**src/rtl/nap_master_txn_governor_if.sv**
```systemverilog
// -----------------------------------------------------------------------------
// t_AXI4 : AXI4 bundle covering all five channels (AW, W, B, AR, R).
//   ADDR_W / DATA_W / ID_W size the address, data and ID fields.
//   master modport : drives AW/W/AR requests plus BREADY/RREADY.
//   slave  modport : drives AWREADY/WREADY/ARREADY plus the B and R responses.
// -----------------------------------------------------------------------------
interface t_AXI4 #(
  parameter int ADDR_W = 42,
  parameter int DATA_W = 64,
  parameter int ID_W   = 8
);
  logic [ID_W-1:0]     awid;
  logic [ADDR_W-1:0]   awaddr;
  logic [7:0]          awlen;
  logic [2:0]          awsize;
  logic [1:0]          awburst;
  logic                awvalid;
  logic                awready;

  logic [DATA_W-1:0]   wdata;
  logic [DATA_W/8-1:0] wstrb;
  logic                wlast;
  logic                wvalid;
  logic                wready;

  logic [ID_W-1:0]     bid;
  logic [1:0]          bresp;
  logic                bvalid;
  logic                bready;

  logic [ID_W-1:0]     arid;
  logic [ADDR_W-1:0]   araddr;
  logic [7:0]          arlen;
  logic [2:0]          arsize;
  logic [1:0]          arburst;
  logic                arvalid;
  logic                arready;

  logic [ID_W-1:0]     rid;
  logic [DATA_W-1:0]   rdata;
  logic [1:0]          rresp;
  logic                rlast;
  logic                rvalid;
  logic                rready;

  modport master (
    output awid, awaddr, awlen, awsize, awburst, awvalid,
    output wdata, wstrb, wlast, wvalid,
    output bready,
    output arid, araddr, arlen, arsize, arburst, arvalid,
    output rready,
    input  awready, wready, bid, bresp, bvalid, arready,
    input  rid, rdata, rresp, rlast, rvalid
  );

  modport slave (
    input  awid, awaddr, awlen, awsize, awburst, awvalid,
    input  wdata, wstrb, wlast, wvalid,
    input  bready,
    input  arid, araddr, arlen, arsize, arburst, arvalid,
    input  rready,
    output awready, wready, bid, bresp, bvalid, arready,
    output rid, rdata, rresp, rlast, rvalid
  );
endinterface

```
**src/rtl/nap_master_txn_governor.sv**
```systemverilog
// -----------------------------------------------------------------------------
// nap_master_txn_governor : AXI4 governor placed in front of a NAP master port.
// Passes all channels through, caps outstanding read/write bursts, supports
// drain, and records NAP errors, error responses, address-range violations
// and a response-timeout watchdog.
//   i_clk / i_reset       : clock, synchronous active-high reset
//   user (slave)          : user-side AXI4, 42-bit address
//   nap  (master)         : NAP-side AXI4, NAP_ADDR_W-bit address
//   i_nap_error_valid/info: NAP error strobe and code
//   i_drain               : stop accepting new AR/AW (registered, next cycle)
//   i_clear               : clear sticky flags, captured info, error counter
//   o_rd/wr_outstanding   : bursts in flight per direction
//   o_idle                : nothing in flight and no AR/AW request pending
//   o_resp_err_cnt        : saturating count of SLVERR/DECERR responses
//   o_nap_err_sticky/info : first NAP error and its code
//   o_addr_err            : accepted request had non-zero dropped address bits
//   o_timeout             : watchdog expired while traffic was outstanding
// -----------------------------------------------------------------------------
module nap_master_txn_governor #(
  parameter int unsigned MAX_RD_OUTSTANDING = 16,
  parameter int unsigned MAX_WR_OUTSTANDING = 16,
  parameter int unsigned NAP_ADDR_W         = 28,
  parameter int unsigned TIMEOUT_CYCLES     = 4096,
  parameter int unsigned ERR_CNT_W          = 16,
  localparam int unsigned RD_W = $clog2(MAX_RD_OUTSTANDING + 1),
  localparam int unsigned WR_W = $clog2(MAX_WR_OUTSTANDING + 1)
) (
  input  logic                 i_clk,
  input  logic                 i_reset,
  t_AXI4.slave                 user,
  t_AXI4.master                nap,
  input  logic                 i_nap_error_valid,
  input  logic [2:0]           i_nap_error_info,
  input  logic                 i_drain,
  input  logic                 i_clear,
  output logic [RD_W-1:0]      o_rd_outstanding,
  output logic [WR_W-1:0]      o_wr_outstanding,
  output logic                 o_idle,
  output logic [ERR_CNT_W-1:0] o_resp_err_cnt,
  output logic                 o_nap_err_sticky,
  output logic [2:0]           o_nap_err_info,
  output logic                 o_addr_err,
  output logic                 o_timeout
);

  logic [RD_W-1:0]      rd_cnt_q, rd_cnt_d;
  logic [WR_W-1:0]      wr_cnt_q, wr_cnt_d;
  logic                 drain_q;
  logic [31:0]          timer_q, timer_d;
  logic                 timeout_q, timeout_d;
  logic [ERR_CNT_W-1:0] err_cnt_q, err_cnt_d;
  logic                 nap_err_q, nap_err_d;
  logic [2:0]           nap_info_q, nap_info_d;
  logic                 addr_err_q, addr_err_d;

  logic                 rd_allow_s, wr_allow_s;
  logic                 ar_hs_s, aw_hs_s, r_last_hs_s, r_hs_s, b_hs_s;
  logic [1:0]           err_inc_s;
  logic [ERR_CNT_W:0]   err_sum_s;
  logic                 addr_bad_s;

  // Allow depends only on registered state, so there is no path from a
  // ready input back to a valid output.
  assign rd_allow_s = !drain_q && (rd_cnt_q < RD_W'(MAX_RD_OUTSTANDING));
  assign wr_allow_s = !drain_q && (wr_cnt_q < WR_W'(MAX_WR_OUTSTANDING));

  // AR channel: gated valid/ready, upper address bits dropped
  assign nap.arid     = user.arid;
  assign nap.araddr   = user.araddr[NAP_ADDR_W-1:0];
  assign nap.arlen    = user.arlen;
  assign nap.arsize   = user.arsize;
  assign nap.arburst  = user.arburst;
  assign nap.arvalid  = user.arvalid & rd_allow_s;
  assign user.arready = nap.arready & rd_allow_s;

  // AW channel: same gating using the write counter
  assign nap.awid     = user.awid;
  assign nap.awaddr   = user.awaddr[NAP_ADDR_W-1:0];
  assign nap.awlen    = user.awlen;
  assign nap.awsize   = user.awsize;
  assign nap.awburst  = user.awburst;
  assign nap.awvalid  = user.awvalid & wr_allow_s;
  assign user.awready = nap.awready & wr_allow_s;

  // W, B and R channels: straight pass-through
  assign nap.wdata    = user.wdata;
  assign nap.wstrb    = user.wstrb;
  assign nap.wlast    = user.wlast;
  assign nap.wvalid   = user.wvalid;
  assign user.wready  = nap.wready;

  assign user.bid     = nap.bid;
  assign user.bresp   = nap.bresp;
  assign user.bvalid  = nap.bvalid;
  assign nap.bready   = user.bready;

  assign user.rid     = nap.rid;
  assign user.rdata   = nap.rdata;
  assign user.rresp   = nap.rresp;
  assign user.rlast   = nap.rlast;
  assign user.rvalid  = nap.rvalid;
  assign nap.rready   = user.rready;

  assign ar_hs_s     = user.arvalid & nap.arready & rd_allow_s;
  assign aw_hs_s     = user.awvalid & nap.awready & wr_allow_s;
  assign r_hs_s      = nap.rvalid & user.rready;
  assign r_last_hs_s = r_hs_s & nap.rlast;
  assign b_hs_s      = nap.bvalid & user.bready;

  assign addr_bad_s = (ar_hs_s && (user.araddr[41:NAP_ADDR_W] != '0)) ||
                      (aw_hs_s && (user.awaddr[41:NAP_ADDR_W] != '0));

  assign err_inc_s = {1'b0, r_last_hs_s & nap.rresp[1]} + {1'b0, b_hs_s & nap.bresp[1]};
  assign err_sum_s = {1'b0, err_cnt_q} + (ERR_CNT_W + 1)'(err_inc_s);

  // Next-state logic for counters, watchdog and sticky status
  always_comb begin
    rd_cnt_d   = rd_cnt_q;
    wr_cnt_d   = wr_cnt_q;
    timer_d    = timer_q;
    timeout_d  = timeout_q;
    err_cnt_d  = err_cnt_q;
    nap_err_d  = nap_err_q;
    nap_info_d = nap_info_q;
    addr_err_d = addr_err_q;

    // Simultaneous increment and decrement cancel; zero never wraps.
    if (ar_hs_s && !r_last_hs_s) begin
      rd_cnt_d = rd_cnt_q + RD_W'(1);
    end else if (!ar_hs_s && r_last_hs_s && (rd_cnt_q != '0)) begin
      rd_cnt_d = rd_cnt_q - RD_W'(1);
    end else begin
      rd_cnt_d = rd_cnt_q;
    end

    if (aw_hs_s && !b_hs_s) begin
      wr_cnt_d = wr_cnt_q + WR_W'(1);
    end else if (!aw_hs_s && b_hs_s && (wr_cnt_q != '0)) begin
      wr_cnt_d = wr_cnt_q - WR_W'(1);
    end else begin
      wr_cnt_d = wr_cnt_q;
    end

    // Watchdog counts idle-response cycles while anything is in flight and
    // parks at the threshold so it cannot wrap back to zero.
    if (i_clear || r_hs_s || b_hs_s || ((rd_cnt_q == '0) && (wr_cnt_q == '0))) begin
      timer_d = 32'd0;
    end else if (timer_q != 32'(TIMEOUT_CYCLES)) begin
      timer_d = timer_q + 32'd1;
    end else begin
      timer_d = timer_q;
    end

    // A clear drops all status first; a same-cycle new event then re-sets it.
    if (i_clear) begin
      timeout_d  = 1'b0;
      err_cnt_d  = '0;
      nap_err_d  = 1'b0;
      nap_info_d = 3'd0;
      addr_err_d = 1'b0;
    end else begin
      timeout_d  = timeout_q;
      err_cnt_d  = err_cnt_q;
      nap_err_d  = nap_err_q;
      nap_info_d = nap_info_q;
      addr_err_d = addr_err_q;
    end

    if ((TIMEOUT_CYCLES != 0) && (timer_d == 32'(TIMEOUT_CYCLES))) begin
      timeout_d = 1'b1;
    end else begin
      timeout_d = timeout_d;
    end

    if (err_sum_s[ERR_CNT_W]) begin
      err_cnt_d = '1;
    end else if (i_clear) begin
      err_cnt_d = ERR_CNT_W'(err_inc_s);
    end else begin
      err_cnt_d = err_sum_s[ERR_CNT_W-1:0];
    end

    if (i_nap_error_valid && !nap_err_d) begin
      nap_err_d  = 1'b1;
      nap_info_d = i_nap_error_info;
    end else begin
      nap_err_d  = nap_err_d;
    end

    if (addr_bad_s) begin
      addr_err_d = 1'b1;
    end else begin
      addr_err_d = addr_err_d;
    end
  end

  // State registers with synchronous reset
  always_ff @(posedge i_clk) begin
    if (i_reset) begin
      rd_cnt_q   <= '0;
      wr_cnt_q   <= '0;
      drain_q    <= 1'b0;
      timer_q    <= 32'd0;
      timeout_q  <= 1'b0;
      err_cnt_q  <= '0;
      nap_err_q  <= 1'b0;
      nap_info_q <= 3'd0;
      addr_err_q <= 1'b0;
    end else begin
      rd_cnt_q   <= rd_cnt_d;
      wr_cnt_q   <= wr_cnt_d;
      drain_q    <= i_drain;
      timer_q    <= timer_d;
      timeout_q  <= timeout_d;
      err_cnt_q  <= err_cnt_d;
      nap_err_q  <= nap_err_d;
      nap_info_q <= nap_info_d;
      addr_err_q <= addr_err_d;
    end
  end

  assign o_rd_outstanding = rd_cnt_q;
  assign o_wr_outstanding = wr_cnt_q;
  assign o_idle           = (rd_cnt_q == '0) && (wr_cnt_q == '0) && !user.arvalid && !user.awvalid;
  assign o_resp_err_cnt   = err_cnt_q;
  assign o_nap_err_sticky = nap_err_q;
  assign o_nap_err_info   = nap_info_q;
  assign o_addr_err       = addr_err_q;
  assign o_timeout        = timeout_q;

endmodule

```
**src/flat_wrapper.sv**
```systemverilog
// flat-port wrapper written by rule: the top's interface ports become plain ports
module nap_master_txn_governor_flat 
#(
  parameter int unsigned MAX_RD_OUTSTANDING = 16,
  parameter int unsigned MAX_WR_OUTSTANDING = 16,
  parameter int unsigned NAP_ADDR_W         = 28,
  parameter int unsigned TIMEOUT_CYCLES     = 4096,
  parameter int unsigned ERR_CNT_W          = 16,
  localparam int unsigned RD_W = $clog2(MAX_RD_OUTSTANDING + 1),
  localparam int unsigned WR_W = $clog2(MAX_WR_OUTSTANDING + 1)
)
  (i_clk, i_reset, i_nap_error_valid, i_nap_error_info, i_drain, i_clear, o_rd_outstanding, o_wr_outstanding, o_idle, o_resp_err_cnt, o_nap_err_sticky, o_nap_err_info, o_addr_err, o_timeout, user_awid, user_awaddr, user_awlen, user_awsize, user_awburst, user_awvalid, user_wdata, user_wstrb, user_wlast, user_wvalid, user_bready, user_arid, user_araddr, user_arlen, user_arsize, user_arburst, user_arvalid, user_rready, user_awready, user_wready, user_bid, user_bresp, user_bvalid, user_arready, user_rid, user_rdata, user_rresp, user_rlast, user_rvalid, nap_awid, nap_awaddr, nap_awlen, nap_awsize, nap_awburst, nap_awvalid, nap_wdata, nap_wstrb, nap_wlast, nap_wvalid, nap_bready, nap_arid, nap_araddr, nap_arlen, nap_arsize, nap_arburst, nap_arvalid, nap_rready, nap_awready, nap_wready, nap_bid, nap_bresp, nap_bvalid, nap_arready, nap_rid, nap_rdata, nap_rresp, nap_rlast, nap_rvalid);
  t_AXI4 #(.ADDR_W(42)) user_i ();
  t_AXI4 #(.ADDR_W(28)) nap_i ();
  input  logic i_clk;
  input  logic i_reset;
  input  logic i_nap_error_valid;
  input  logic [2:0] i_nap_error_info;
  input  logic i_drain;
  input  logic i_clear;
  output logic [RD_W-1:0] o_rd_outstanding;
  output logic [WR_W-1:0] o_wr_outstanding;
  output logic o_idle;
  output logic [ERR_CNT_W-1:0] o_resp_err_cnt;
  output logic o_nap_err_sticky;
  output logic [2:0] o_nap_err_info;
  output logic o_addr_err;
  output logic o_timeout;
  input wire logic [$bits(user_i.awid)-1:0] user_awid;
  input wire logic [$bits(user_i.awaddr)-1:0] user_awaddr;
  input wire logic [$bits(user_i.awlen)-1:0] user_awlen;
  input wire logic [$bits(user_i.awsize)-1:0] user_awsize;
  input wire logic [$bits(user_i.awburst)-1:0] user_awburst;
  input wire logic [$bits(user_i.awvalid)-1:0] user_awvalid;
  input wire logic [$bits(user_i.wdata)-1:0] user_wdata;
  input wire logic [$bits(user_i.wstrb)-1:0] user_wstrb;
  input wire logic [$bits(user_i.wlast)-1:0] user_wlast;
  input wire logic [$bits(user_i.wvalid)-1:0] user_wvalid;
  input wire logic [$bits(user_i.bready)-1:0] user_bready;
  input wire logic [$bits(user_i.arid)-1:0] user_arid;
  input wire logic [$bits(user_i.araddr)-1:0] user_araddr;
  input wire logic [$bits(user_i.arlen)-1:0] user_arlen;
  input wire logic [$bits(user_i.arsize)-1:0] user_arsize;
  input wire logic [$bits(user_i.arburst)-1:0] user_arburst;
  input wire logic [$bits(user_i.arvalid)-1:0] user_arvalid;
  input wire logic [$bits(user_i.rready)-1:0] user_rready;
  output wire logic [$bits(user_i.awready)-1:0] user_awready;
  output wire logic [$bits(user_i.wready)-1:0] user_wready;
  output wire logic [$bits(user_i.bid)-1:0] user_bid;
  output wire logic [$bits(user_i.bresp)-1:0] user_bresp;
  output wire logic [$bits(user_i.bvalid)-1:0] user_bvalid;
  output wire logic [$bits(user_i.arready)-1:0] user_arready;
  output wire logic [$bits(user_i.rid)-1:0] user_rid;
  output wire logic [$bits(user_i.rdata)-1:0] user_rdata;
  output wire logic [$bits(user_i.rresp)-1:0] user_rresp;
  output wire logic [$bits(user_i.rlast)-1:0] user_rlast;
  output wire logic [$bits(user_i.rvalid)-1:0] user_rvalid;
  output wire logic [$bits(nap_i.awid)-1:0] nap_awid;
  output wire logic [$bits(nap_i.awaddr)-1:0] nap_awaddr;
  output wire logic [$bits(nap_i.awlen)-1:0] nap_awlen;
  output wire logic [$bits(nap_i.awsize)-1:0] nap_awsize;
  output wire logic [$bits(nap_i.awburst)-1:0] nap_awburst;
  output wire logic [$bits(nap_i.awvalid)-1:0] nap_awvalid;
  output wire logic [$bits(nap_i.wdata)-1:0] nap_wdata;
  output wire logic [$bits(nap_i.wstrb)-1:0] nap_wstrb;
  output wire logic [$bits(nap_i.wlast)-1:0] nap_wlast;
  output wire logic [$bits(nap_i.wvalid)-1:0] nap_wvalid;
  output wire logic [$bits(nap_i.bready)-1:0] nap_bready;
  output wire logic [$bits(nap_i.arid)-1:0] nap_arid;
  output wire logic [$bits(nap_i.araddr)-1:0] nap_araddr;
  output wire logic [$bits(nap_i.arlen)-1:0] nap_arlen;
  output wire logic [$bits(nap_i.arsize)-1:0] nap_arsize;
  output wire logic [$bits(nap_i.arburst)-1:0] nap_arburst;
  output wire logic [$bits(nap_i.arvalid)-1:0] nap_arvalid;
  output wire logic [$bits(nap_i.rready)-1:0] nap_rready;
  input wire logic [$bits(nap_i.awready)-1:0] nap_awready;
  input wire logic [$bits(nap_i.wready)-1:0] nap_wready;
  input wire logic [$bits(nap_i.bid)-1:0] nap_bid;
  input wire logic [$bits(nap_i.bresp)-1:0] nap_bresp;
  input wire logic [$bits(nap_i.bvalid)-1:0] nap_bvalid;
  input wire logic [$bits(nap_i.arready)-1:0] nap_arready;
  input wire logic [$bits(nap_i.rid)-1:0] nap_rid;
  input wire logic [$bits(nap_i.rdata)-1:0] nap_rdata;
  input wire logic [$bits(nap_i.rresp)-1:0] nap_rresp;
  input wire logic [$bits(nap_i.rlast)-1:0] nap_rlast;
  input wire logic [$bits(nap_i.rvalid)-1:0] nap_rvalid;
  assign user_i.awid = user_awid;
  assign user_i.awaddr = user_awaddr;
  assign user_i.awlen = user_awlen;
  assign user_i.awsize = user_awsize;
  assign user_i.awburst = user_awburst;
  assign user_i.awvalid = user_awvalid;
  assign user_i.wdata = user_wdata;
  assign user_i.wstrb = user_wstrb;
  assign user_i.wlast = user_wlast;
  assign user_i.wvalid = user_wvalid;
  assign user_i.bready = user_bready;
  assign user_i.arid = user_arid;
  assign user_i.araddr = user_araddr;
  assign user_i.arlen = user_arlen;
  assign user_i.arsize = user_arsize;
  assign user_i.arburst = user_arburst;
  assign user_i.arvalid = user_arvalid;
  assign user_i.rready = user_rready;
  assign user_awready = user_i.awready;
  assign user_wready = user_i.wready;
  assign user_bid = user_i.bid;
  assign user_bresp = user_i.bresp;
  assign user_bvalid = user_i.bvalid;
  assign user_arready = user_i.arready;
  assign user_rid = user_i.rid;
  assign user_rdata = user_i.rdata;
  assign user_rresp = user_i.rresp;
  assign user_rlast = user_i.rlast;
  assign user_rvalid = user_i.rvalid;
  assign nap_awid = nap_i.awid;
  assign nap_awaddr = nap_i.awaddr;
  assign nap_awlen = nap_i.awlen;
  assign nap_awsize = nap_i.awsize;
  assign nap_awburst = nap_i.awburst;
  assign nap_awvalid = nap_i.awvalid;
  assign nap_wdata = nap_i.wdata;
  assign nap_wstrb = nap_i.wstrb;
  assign nap_wlast = nap_i.wlast;
  assign nap_wvalid = nap_i.wvalid;
  assign nap_bready = nap_i.bready;
  assign nap_arid = nap_i.arid;
  assign nap_araddr = nap_i.araddr;
  assign nap_arlen = nap_i.arlen;
  assign nap_arsize = nap_i.arsize;
  assign nap_arburst = nap_i.arburst;
  assign nap_arvalid = nap_i.arvalid;
  assign nap_rready = nap_i.rready;
  assign nap_i.awready = nap_awready;
  assign nap_i.wready = nap_wready;
  assign nap_i.bid = nap_bid;
  assign nap_i.bresp = nap_bresp;
  assign nap_i.bvalid = nap_bvalid;
  assign nap_i.arready = nap_arready;
  assign nap_i.rid = nap_rid;
  assign nap_i.rdata = nap_rdata;
  assign nap_i.rresp = nap_rresp;
  assign nap_i.rlast = nap_rlast;
  assign nap_i.rvalid = nap_rvalid;
  nap_master_txn_governor #(.MAX_RD_OUTSTANDING(MAX_RD_OUTSTANDING), .MAX_WR_OUTSTANDING(MAX_WR_OUTSTANDING), .NAP_ADDR_W(NAP_ADDR_W), .TIMEOUT_CYCLES(TIMEOUT_CYCLES), .ERR_CNT_W(ERR_CNT_W)) u_core (.i_clk(i_clk), .i_reset(i_reset), .user(user_i), .nap(nap_i), .i_nap_error_valid(i_nap_error_valid), .i_nap_error_info(i_nap_error_info), .i_drain(i_drain), .i_clear(i_clear), .o_rd_outstanding(o_rd_outstanding), .o_wr_outstanding(o_wr_outstanding), .o_idle(o_idle), .o_resp_err_cnt(o_resp_err_cnt), .o_nap_err_sticky(o_nap_err_sticky), .o_nap_err_info(o_nap_err_info), .o_addr_err(o_addr_err), .o_timeout(o_timeout));
endmodule
```
**config.mk**
```make
export PLATFORM = sky130hd
export DESIGN_NAME = nap_master_txn_governor_flat
export DESIGN_NICKNAME = d
export VERILOG_FILES = /design/src/rtl/nap_master_txn_governor_if.sv /design/src/rtl/nap_master_txn_governor.sv /design/src/flat_wrapper.sv
export SDC_FILE = /design/constraint.sdc
export NUM_CORES = 1
export LEC_CHECK = 0
export CORE_AREA = 4 4 234 236
export DETAILED_ROUTE_END_ITERATION = 8
export DIE_AREA = 0 0 238 240
export PLACE_DENSITY = 0.5
export SYNTH_ARGS = -nofsm -noshare
export SYNTH_HDL_FRONTEND = slang
export SYNTH_SLANG_ARGS = --single-unit
```
**constraint.sdc**
```tcl
create_clock -name i_clk -period 2.3 [get_ports i_clk]
set_input_delay 0.23 -clock i_clk [delete_from_list [all_inputs] [get_ports i_clk]]
set_output_delay 0.23 -clock i_clk [all_outputs]
set_load 0.02 [all_outputs]
```
# Word-level counts from Yosys, hierarchy flattened
# Index checks and enable logic that the tools add are counted.
[classes]
n_addsub = 7
reduce_logical = 37
n_mux = 15
order_cmp = 2
n_eq_ne = 2
bitwise_logic = 13
[ops]
columns = ["cell", "count"]
rows = [
  ["$mux W32", 2],
  ["$add A32 B1 Y32 const B", 1],
  ["$eq A32 B13 Y1 const B", 1],
  ["$mux W16", 2],
  ["$ne A32 B13 Y1 const B", 1],
  ["$reduce_bool A14 Y1", 2],
  ["$mux W5", 4],
  ["$add A16 B2 Y17", 1],
  ["$logic_and A1 B1 Y1", 14],
  ["$and A1 B1 Y1", 13],
  ["$add A5 B1 Y5 const B", 2],
  ["$logic_not A5 Y1", 2],
  ["$lt A5 B5 Y1 const B", 2],
  ["$reduce_bool A2 Y1", 5],
  ["$reduce_bool A5 Y1", 2],
  ["$sub A5 B1 Y5 const B", 2],
  ["$logic_not A1 Y1", 8],
  ["$mux W3", 2],
  ["$mux W1", 5],
  ["$logic_or A1 B1 Y1", 4],
  ["$add A1 B1 Y2", 1],
]
[word_totals]
output_inout_bits = 299
word_cells = 85
input_bits = 302
regBits = 65

# Longest topological paths before layout
[depth]
ltp_word = 8
depth_mapped = 13
ltp_nobuf = 12

# Worst setup path before layout
# OpenSTA, ideal clock, no wires.
[synth_path]
path_kind = "register to register"
from = "register u_core.rd_cnt_q[4], in the netlist u_core.o_rd_outstanding[4]"
to = "register u_core.rd_cnt_q[4], in the netlist u_core.o_rd_outstanding[4]"
setup_slack_ps = -424
setup_time_ps = 128
path_buffers = 0
required_time_ps = 2172
arrival_ps = 2596
path_stages_with_launch = 10
period_less_slack_ps = 2724
path_cell_list = "dfxtp_1 > nor3b_1 > and2_1 > nand2_1 > fa_1 > a21o_1 > a21oi_1 > mux2i_1 > xnor2_1 > nor2_1"
[synth_via]
elab_chain_cells = 7
[synth_rtl]
columns = ["item", "line_no", "rtl"]
rows = [
  ["start: declaration", "nap_master_txn_governor.sv:46", "logic [RD_W-1:0] rd_cnt_q, rd_cnt_d;"],
  ["start signal: assignment", "nap_master_txn_governor.sv:210", "rd_cnt_q <= rd_cnt_d;"],
  ["$lt A5 B5 Y1", "nap_master_txn_governor.sv:64", "assign rd_allow_s = !drain_q && (rd_cnt_q < RD_W'(MAX_RD_OUTSTANDING));"],
  ["$logic_and A1 B1 Y1", "nap_master_txn_governor.sv:64", ""],
  ["$and A1 B1 Y1", "nap_master_txn_governor.sv:104", "assign ar_hs_s = user.arvalid & nap.arready & rd_allow_s;"],
  ["$logic_not A1 Y1", "nap_master_txn_governor.sv:130", "end else if (!ar_hs_s && r_last_hs_s && (rd_cnt_q != '0)) begin"],
  ["$logic_and A1 B1 Y1 (2 in a row)", "nap_master_txn_governor.sv:130", ""],
  ["$reduce_bool A2 Y1 (no line)", "-", ""],
]
# Parallel ways exist; a longest one is shown, timed or not. The select of a mux whose other input is x is not followed.
# A chain may end at the register's enable or synchronous reset.

# Worst setup path in the final report
[layout_path]
from = "register u_core.timer_q[1]"
to = "register u_core.timeout_q, in the netlist u_core.o_timeout"
[layout_via]
elab_chain_cells = 5
[layout_rtl]
columns = ["item", "line_no", "rtl"]
rows = [
  ["start: declaration", "nap_master_txn_governor.sv:49", "logic [31:0] timer_q, timer_d;"],
  ["start signal: assignment", "nap_master_txn_governor.sv:213", "timer_q <= timer_d;"],
  ["$add A32 B1 Y32 or $ne A32 B13 Y1 (tied branches)", "nap_master_txn_governor.sv:149, nap_master_txn_governor.sv:148", ""],
  ["$mux W32 (*)", "nap_master_txn_governor.sv:148", "end else if (timer_q != 32'(TIMEOUT_CYCLES)) begin"],
  ["$mux W32 (*)", "nap_master_txn_governor.sv:146", "if (i_clear || r_hs_s || b_hs_s || ((rd_cnt_q == '0) && (wr_cnt_q == '0))) begin"],
  ["$eq A32 B13 Y1 (*)", "nap_master_txn_governor.sv:169", "if ((TIMEOUT_CYCLES != 0) && (timer_d == 32'(TIMEOUT_CYCLES))) begin"],
  ["$mux W1 or $reduce_bool A2 Y1 (tied branches)", "-", ""],
  ["end signal: assignment", "nap_master_txn_governor.sv:214", "timeout_q <= timeout_d;"],
  ["end: declaration", "nap_master_txn_governor.sv:50", "logic timeout_q, timeout_d;"],
]
# Every way passes the cells marked *; elsewhere a longest branch is shown, timed or not.

==> impl_metrics.ini <==
[logic_synthesis]
synth-async-reset-ratio_pct = 0
synth_flop_cell = dfxtp_1
yosysWarnings = 0
syn_avg_cell_area_sq_um = 8.07
synth.yosys.seq_area_share_pct = 22.4
netlist_instances = 719
ys_seq_elements = 65
synthDistinctLibCells = 59
syn_area_sq_um = 5800
syn-num-nets = 1035
synth_edf_count = 0

[clock_network]
cts-root-buf = clkbuf_16
insertion_delay_ns = 0.35
cts_tree = done
htree_levels = 3
cts_buffers = 9
cts.sinks = 65
clk_path_buf_depth = 2
clkTransAtPathRegs_ns = 0.06

[pwr]
switching_share_pct = 29.8
p_leak_nw = 2.47
vdd.ir_drop.worst_v = 0.000340
p_per_area_nw_per_um2 = 524
p_seq_share_pct = 33.8
p_clk_share_pct = 34.9
power_frac_comb_pct = 31.3
p_int_mw = 2.55
switchingPower_mw = 1.08

[timing]
period_needed_ns = 2.45
tightest_slew_ns = 0.503
slew_headroom_pct = 66.5
holdWs_ns = 0.429
hold_viol_final = 0
finalMaxSlewViolations = 0
timing.final.ws_setup_ns = -0.147
setup_viol = 1
rsz0062_at_grt = yes
max_freq_mhz = 409
skew_ns = 0.00690
finalCritPeriodShare_pct = 106

[routing]
drt_wl_total_mm = 21.0
vias = 4416
ant_nets = 0
drt-initial-drc-count = 197
vias_per_cell = 3.27
firstDrtPassIters = 4
avgRoutedWirePerCell_um = 15.5
drc = 0

[critical_path]
crit_chain = inv_2 -> ha_4 -> nor4b_4 -> nand4_1 -> nor2_4 -> mux2_4 -> or4_4 -> nor4_2 -> a22o_1
critPathMaxStageDelay_ns = 0.51
critPathTopFamily = simple AND/OR/NAND/NOR gates
critPathRequiredTime_ns = 2.59
reg2reg_slack_ns = -0.15
worst-setup-path-type = reg -> reg
endpoint_kind = flip-flop
crit_fanout = 2
critPathBufInv = 1
slowest_stage = or4_4
worstRegToRegCells = 9
worst_setup_path_start_kind = flip-flop
cp.arrival_ns = 2.74
cp.depth = 9

[floorplanning]
num_rows = 84
die-area_sq_um = 57100
io_pins = 601
core-area_sq_um = 52400
die_x_um = 238
die_h_um = 240
start_util_pct = 11.1

[global_route]
gr-total-overflow = 0
grt_pass1_vias = 4417
grt_antenna_before_repair = 1
grt_usage_pct = 7.04
grt_pass1_wl_mm = 29.0
grt_start_max_net_pins = 39

[flow_run]
max_cap_viol_count = 0

[layout]
area_delta_synth_final_pct = 19.3
mostFrequentLayoutCells = buf_4 (122), clkdlybuf4s50_1 (81), nor2_1 (51)
fin_util_pct = 13.2
fin_nets = 975
layout-drive-gt1-share_pct = 32.2
final_common_cell = buf_4
n_antenna_cell = 0

[placed_design]
dpl.hpwl_mm = 17.6
io_buffers = 90
place_congestion = 0.802

[hold_path]
whs_path_depth = 2
min_path_type = in -> reg

[outcome]
violations = negative setup slack
status = complete, but fails checks
## area by class of cell
cell class                 instances  area, sq um
fill                            5945        45500
multi-input combinational        357         2580
timing repair buffer             215         1840
sequential                        65         1330
tap                              688          861
clock buffer                      13          250
inverter                          11         41.3
clock inverter                     3         17.5
## registers in the layout, indices dropped and copies added (netlist names)
signal / count
u_core.o_resp_err_cnt: 16
u_core.o_addr_err: 1
u_core.o_rd_outstanding: 5
u_core.o_wr_outstanding: 5
u_core.timer_q: 32
u_core.o_timeout: 1
u_core.o_nap_err_info: 3
u_core.o_nap_err_sticky: 1
u_core.drain_q: 1
## through the flow
stage               TNS, ns  total power [mW]  setup WS (ns)  area (sq um)  instances
floorplan           -0.0715              2.44        -0.0480          5870        719
global placement     -10.03              2.32         -0.568          6350       1322
detailed placement   -10.19              2.32         -0.580          6350       1322
CTS                  -0.136              3.70         -0.136          6820       1350
global route         -0.322              3.84         -0.250          6920       1352
finish               -0.147              3.63         -0.147          6920       1352
## logic make-up (layout without fill, tap and decap cells)
logic type | count (synthesis) | in the layout | share of synthesized area [%]
fa+ha+maj | 14 | 14 | 3.41
mux | 11 | 11 | 1.94
compound gates | 60 | 60 | 6.58
buf+inv | 297 | 242 | 37.0
simple gates | 219 | 219 | 20.6
flops | 65 | 65 | 22.4
xor+xnor | 53 | 53 | 8.00
## metal layers
layer | up-vias | part of all wire (%) | track usage, %
li1 | 2022 | - | -
met1 | 1981 | 37 | 7.14
met2 | 301 | 42 | 10.3
met3 | 110 | 13 | 4.29
met4 | 2 | 7.4 | 5.61
met5 | - | 0.36 | 1.01
## power groups by stage
stage | Clock [mW] | Sequential [mW] | Combinational (mW)
finish | 1.27 | 1.23 | 1.13
global route | 1.37 | 1.23 | 1.24
CTS | 1.33 | 1.23 | 1.15
detailed placement | 0 | 1.25 | 1.07
global placement | 0 | 1.25 | 1.07
floorplan | 0 | 1.33 | 1.11
## worst paths after layout
kind / end / start
setup / recovery: u_core.o_timeout$_SDFFE_PP0P_ / u_core.timer_q[1]$_SDFF_PP0_
hold / removal: u_core.drain_q$_SDFF_PP0_ / i_drain
setup reg to reg: u_core.o_timeout$_SDFFE_PP0P_ / u_core.timer_q[1]$_SDFF_PP0_
hold reg to reg: u_core.o_nap_err_info[2]$_SDFFE_PP0P_ / u_core.o_nap_err_info[2]$_SDFFE_PP0P_
## cells in the mapped netlist, types with 4 or more instances
library cell / n / area, sq um
inv_1: 10 / 37.5
nand3_1: 20 / 100
o21ai_0: 4 / 20.0
and3_1: 8 / 50.1
or4_1: 5 / 37.5
and2_1: 5 / 31.3
nor2b_1: 5 / 31.3
nand2_1: 47 / 176
nor2_1: 55 / 206
xor2_1: 18 / 158
and4_1: 4 / 35.0
nand4_1: 12 / 75.1
ha_1: 11 / 138
dfxtp_1: 65 / 1300
a21oi_1: 29 / 145
nor4_1: 19 / 119
nor4b_1: 5 / 43.8
clkbuf_1: 12 / 45.0
nor3_1: 12 / 60.1
buf_2: 7 / 35.0
xnor2_1: 35 / 307
buf_4: 263 / 1970
mux2i_1: 9 / 90.1
## repair_timing
item	4_1_cts	5_1_grt
pin swaps	19	7
hold buffers	0	0
setup buffers	12	2
endpoints found under the setup margin	20	19
cloned	0	0
resized for setup	45	20
No activity file was read; power rests on OpenSTA's default activity.
